==> src/rtl/operand_loader_if.sv <==
// operand_loader_if: groups the load-request, operand-bus and status signals of the operand loader.
// Latency: none, wires only.
// Backpressure: none; the loader has no stall path toward the user or the datapath.
// Ports: master = control/user side (drives loaddata, data_in, data_strobe),
//        slave  = operand_loader (drives inputdata_ready, capture_ack, op_index, operands).
interface operand_loader_if #(
   parameter int DATA_W  = 8,
   parameter int NUM_OPS = 2,
   parameter int IDX_W   = (NUM_OPS > 1) ? $clog2(NUM_OPS) : 1
);
   logic                        loaddata;
   logic [DATA_W-1:0]           data_in;
   logic                        data_strobe;
   logic                        inputdata_ready;
   logic                        capture_ack;
   logic [IDX_W-1:0]            op_index;
   logic [DATA_W*NUM_OPS-1:0]   operands;

   modport master (
      output loaddata, data_in, data_strobe,
      input  inputdata_ready, capture_ack, op_index, operands
   );

   modport slave (
      input  loaddata, data_in, data_strobe,
      output inputdata_ready, capture_ack, op_index, operands
   );
endinterface

==> src/rtl/operand_loader.sv <==
// operand_loader: captures NUM_OPS operands from data_in, one per rising edge of data_strobe, per load request.
// Latency: capture on the clock edge seeing the strobe edge; ack/op_index/operands/ready visible the next cycle.
// Backpressure: none; strobe edges outside CAPTURE are dropped, operands stay frozen until the next loaddata.
// Optional macro OPERAND_LOADER_SYNC_EN: data_strobe passes a 2-flop synchronizer (+2 cycles capture latency).
// Ports: clk, reset_n (async, active-low); bus (operand_loader_if.slave):
//        loaddata, data_in, data_strobe in; inputdata_ready, capture_ack, op_index, operands out.
module operand_loader #(
   parameter int DATA_W  = 8,
   parameter int NUM_OPS = 2,
   parameter int IDX_W   = (NUM_OPS > 1) ? $clog2(NUM_OPS) : 1
) (
   input  logic            clk,
   input  logic            reset_n,
   operand_loader_if.slave bus
);

   typedef enum logic [1:0] {
      S_IDLE    = 2'd0,
      S_CAPTURE = 2'd1,
      S_READY   = 2'd2,
      S_DONE    = 2'd3
   } state_t;

   localparam logic [IDX_W-1:0] LAST_IDX = IDX_W'(NUM_OPS - 1);

   state_t                     state;
   logic                       strobe_s;     // strobe as seen by the edge detector
   logic                       strobe_q;
   logic                       strobe_edge;
   logic                       ready_q;
   logic                       ack_q;
   logic [IDX_W-1:0]           idx_q;
   logic [DATA_W*NUM_OPS-1:0]  ops_q;

`ifdef OPERAND_LOADER_SYNC_EN
   // The strobe comes from a switch/pushbutton, so bring it into clk before use.
   logic [1:0] sync_q;

   always_ff @(posedge clk or negedge reset_n) begin
      if (!reset_n) begin
         sync_q <= 2'b00;
      end else begin
         sync_q <= {sync_q[0], bus.data_strobe};
      end
   end

   assign strobe_s = sync_q[1];
`else
   assign strobe_s = bus.data_strobe;
`endif

   // strobe_q tracks the strobe in every state, so a strobe already high when
   // CAPTURE is entered produces no edge there.
   always_ff @(posedge clk or negedge reset_n) begin
      if (!reset_n) begin
         strobe_q <= 1'b0;
      end else begin
         strobe_q <= strobe_s;
      end
   end

   assign strobe_edge = strobe_s & ~strobe_q;

   always_ff @(posedge clk or negedge reset_n) begin
      if (!reset_n) begin
         state   <= S_IDLE;
         ready_q <= 1'b0;
         ack_q   <= 1'b0;
         idx_q   <= '0;
         ops_q   <= '0;
      end else begin
         ack_q <= 1'b0;
         case (state)
            S_IDLE: begin
               ready_q <= 1'b0;
               if (bus.loaddata) begin
                  state <= S_CAPTURE;
                  idx_q <= '0;
               end
            end
            S_CAPTURE: begin
               // Abort wins over a simultaneous edge; captured slots are kept.
               if (!bus.loaddata) begin
                  state <= S_IDLE;
                  idx_q <= '0;
               end else if (strobe_edge) begin
                  ops_q[int'(idx_q)*DATA_W +: DATA_W] <= bus.data_in;
                  ack_q <= 1'b1;
                  if (idx_q == LAST_IDX) begin
                     state   <= S_READY;
                     ready_q <= 1'b1;
                  end else begin
                     idx_q <= idx_q + IDX_W'(1);
                  end
               end
            end
            S_READY: begin
               ready_q <= 1'b1;
               if (!bus.loaddata) begin
                  state <= S_DONE;
               end
            end
            S_DONE: begin
               if (bus.loaddata) begin
                  state   <= S_CAPTURE;
                  ready_q <= 1'b0;
                  idx_q   <= '0;
               end
            end
            default: begin
               state   <= S_IDLE;
               ready_q <= 1'b0;
               idx_q   <= '0;
            end
         endcase
      end
   end

   assign bus.inputdata_ready = ready_q;
   assign bus.capture_ack     = ack_q;
   assign bus.op_index        = idx_q;
   assign bus.operands        = ops_q;

endmodule
==> src/flat_wrapper.sv <==
// flat-port wrapper written by rule: the top's interface ports become plain ports
module operand_loader_flat 
#(
   parameter int DATA_W  = 8,
   parameter int NUM_OPS = 2,
   parameter int IDX_W   = (NUM_OPS > 1) ? $clog2(NUM_OPS) : 1
)
  (clk, reset_n, bus_loaddata, bus_data_in, bus_data_strobe, bus_inputdata_ready, bus_capture_ack, bus_op_index, bus_operands);
  operand_loader_if #(.DATA_W(DATA_W), .NUM_OPS(NUM_OPS), .IDX_W(IDX_W)) bus_i ();
  input  logic clk;
  input  logic reset_n;
  input wire logic [$bits(bus_i.loaddata)-1:0] bus_loaddata;
  input wire logic [$bits(bus_i.data_in)-1:0] bus_data_in;
  input wire logic [$bits(bus_i.data_strobe)-1:0] bus_data_strobe;
  output wire logic [$bits(bus_i.inputdata_ready)-1:0] bus_inputdata_ready;
  output wire logic [$bits(bus_i.capture_ack)-1:0] bus_capture_ack;
  output wire logic [$bits(bus_i.op_index)-1:0] bus_op_index;
  output wire logic [$bits(bus_i.operands)-1:0] bus_operands;
  assign bus_i.loaddata = bus_loaddata;
  assign bus_i.data_in = bus_data_in;
  assign bus_i.data_strobe = bus_data_strobe;
  assign bus_inputdata_ready = bus_i.inputdata_ready;
  assign bus_capture_ack = bus_i.capture_ack;
  assign bus_op_index = bus_i.op_index;
  assign bus_operands = bus_i.operands;
  operand_loader #(.DATA_W(DATA_W), .NUM_OPS(NUM_OPS), .IDX_W(IDX_W)) u_core (.clk(clk), .reset_n(reset_n), .bus(bus_i));
endmodule
==> config.mk <==
export PLATFORM = sky130hd
export DESIGN_NAME = operand_loader_flat
export DESIGN_NICKNAME = d
export VERILOG_FILES = /design/src/rtl/operand_loader_if.sv /design/src/rtl/operand_loader.sv /design/src/flat_wrapper.sv
export SDC_FILE = /design/constraint.sdc
export NUM_CORES = 1
export LEC_CHECK = 0
export BUFFER_PORTS_ARGS = -buffer_cell sky130_fd_sc_hd__buf_2
export CAP_MARGIN = 5
export CELL_PAD_IN_SITES_DETAIL_PLACEMENT = 0
export CELL_PAD_IN_SITES_GLOBAL_PLACEMENT = 1
export CORE_UTILIZATION = 39
export DETAILED_ROUTE_END_ITERATION = 8
export PLACE_DENSITY_LB_ADDON = 0.1
export SLEW_MARGIN = 25
export SYNTH_ARGS = -nofsm -noshare
export SYNTH_HDL_FRONTEND = slang
export SYNTH_SLANG_ARGS = --single-unit
==> constraint.sdc <==
create_clock -name clk -period 2.33 [get_ports clk]
set_input_delay 0.233 -clock clk [delete_from_list [all_inputs] [get_ports clk]]
set_output_delay 0.233 -clock clk [all_outputs]
set_load 0.01 [all_outputs]
==> flow_summary.toml <==
[synthesis]
yosysTopAreaCell = "dfrtp_1"
ys_ff_latch = 22
yosysWarnings = 0
ys_top_cells_by_area = "dfrtp_1, mux2_2, ha_1, mux2_1, nor3_4"
synth_cells = 78
yosys.area.top_type_share_pct = 54.2
yosysSeqAreaShare_pct = 54.2
synth.distinct_cells = 25
synth_edf_count = 0
synth_most_common_cell = "dfrtp_1"
synth_nets = 94
avgSynthCellArea_sq_um = 13.0
yosys-top-cells-count = "dfrtp_1, mux2_2, inv_1"
synthFlopType = "dfrtp_1"
synth_area_sq_um = 1020
async_flop_share_pct = 100

[timing]
hold_viol = 0
tightest_slew_ps = 480
finClkSkew_ps = 6.05
drv_slew = 0
maxSlewHeadroom_pct = 68.0
rsz0062_at_grt = "false"
setup_viol = 0
min_period_over_period_pct = 81.8
period_needed_ps = 1910
clock.fmax_mhz = 525
setup_tns_ps = 0

[global_route]
grt_pass1_wl_mm = 2.91
grt_use_total_pct = 14.8
grt_pass1_vias = 637
gr-usage-met2_pct = 21.5
grt_max_degree = 23
gr-usage-met3_pct = 2.59
gr-total-overflow = 0
busiest_layer = "met2"
grt_use_met1_pct = 20.6
antenna_found_initial = 0

[power]
vdd_drop_max_uv = 696
cellPowerDensity_nw_per_um2 = 1350
power_w = 0.00169
p_leak_nw = 0.622

[clocking]
cts-resized-gates = 0
tritoncts = "built"
post_cts.repair.setup_buffers = 0
cts_inserted_buffers = 3
clock_path_buffers = 2
clkLatencyLatePin_ps = 310
cts_sinks = 22
h-tree-depth = 1
cts_root_buf = "clkbuf_4"
cts-hold-fix-buffers = 1
clk_pin_slew_ps = 130

[worst_setup_path]
crit_arrival_ps = 2120
critPathRequiredTime_ps = 2540
cp-start-kind = "flip-flop"
endpoint_kind = "flip-flop"
crit_fanout = 9
crit_type = "flip-flop to flip-flop"

[detailed_routing]
firstDrtPassIters = 4
drc = 0
wl_mm = 1.81
via_count = 688
drt_iter0_drc = 4
routedWlPerCell_microns = 12.8
via_per_inst = 4.88
ant_nets = 0

[placed_design]
dpl_cell_area_sq_um = 1190
gp_congestion = 0.679
io_buffers = 30
hpwlAfterDp_mm = 1.35

[cells_and_area]
layout-drive-gt1-share_pct = 47.7
area_growth_pct = 23.4
layout.nets = 128
fin_area_sq_um = 1250
antennaDiodeCount = 0

[die]
ioPinCount = 31
core_sq_um = 2480
dieWidth_microns = 53.0
die-area_sq_um = 2810
num_rows = 18
initial_core_util_pct = 41.0
die_h_microns = 53.0

[flow_run]
cap_violations = 0

[run_status]
status = "complete, no violations"

[hold_path]
min_path_type = "primary input to flip-flop"
==> final cells by class <==
type                       instances  area (sq um)
clock buffer                       3          22.5
clock inverter                     1          30.0
sequential                        22           551
multi-input combinational         48           430
fill                             245          1220
tap                               30          37.5
timing repair buffer              31           160
inverter                           6          22.5
==> critical path, cell delays in order, from the launching register on <==
cell	delay, ps
dfrtp_1	450
inv_1	90
ha_1	330
nand2b_1	160
nor3_4	390
mux2_2	390
==> layer usage <==
metal  vias up  share of wire [%]
met5         -                  0
met4         0               0.66
met3         2                4.4
met2        18                 46
met1       326                 49
li1        342                  -
==> power by group <==
group / leakage, nW / internal (W) / switching [W]
registers: 0.270 / 0.000559 / 0.000108
logic: 0.324 / 0.000366 / 0.000365
clock network: 0.0279 / 0.000174 / 0.000122
==> kinds of logic (layout without fill, tap and decap cells) <==
group	after synthesis	count (layout)	share of synthesized area, %
and+or+nand+nor	15	15	10.7
adders and majority gates	4	4	4.93
DFF	22	22	54.2
muxes	17	17	18.8
AOI/OAI and AO/OA	12	12	7.88
buffers and inverters	8	41	3.45
==> worst paths after layout <==
path / startpoint / to / slack (ps) / depth (start not counted)
max in group asynchronous: reset_n / u_core.bus.op_index / 1610 / 2
min in group asynchronous: reset_n / u_core.bus.operands[2] / 400 / 2
hold / removal: bus_data_strobe / u_core.strobe_q / 80 / 1
hold reg to reg: u_core.bus.operands[8] / u_core.bus.operands[8] / 500 / 1
setup / recovery: u_core.state[1] / u_core.bus.operands[2] / 420 / 5
setup reg to reg: u_core.state[1] / u_core.bus.operands[2] / 420 / 5
==> per-stage QoR <==
step	hold slack, ps	instances	utilization (%)	setup WS (ps)
CTS	72.7	141	50.6	411
detailed placement	231	136	48.1	426
finish	81.7	141	50.6	424
global route	62.3	141	50.6	254
floorplan	-62.6	78	-	714
global placement	227	136	48.1	500
==> cell usage in the layout (no fill, tap or decap), drive strengths merged <==
master	n
buf	30
dfrtp	22
mux2	17
inv	6
ha	4
a21oi	3
o21ai	3
nor2	3
clkbuf	3
nor3	3
nand2b	3
nand2	2
nor2b	2
nor3b	1
or2	1
o21bai	1
a211oi	1
o221ai	1
o311a	1
o22ai	1
a221o	1
bufinv	1
dlygate4sd3	1
==> registers in the layout, summed over array words and instances, names as in the netlist <==
register and cells:
u_core.bus.capture_ack 1, u_core.bus.inputdata_ready 1, u_core.bus.op_index 1, u_core.bus.operands 16
u_core.state 2, u_core.strobe_q 1
Note: power is estimated with default switching activity, not from simulation.
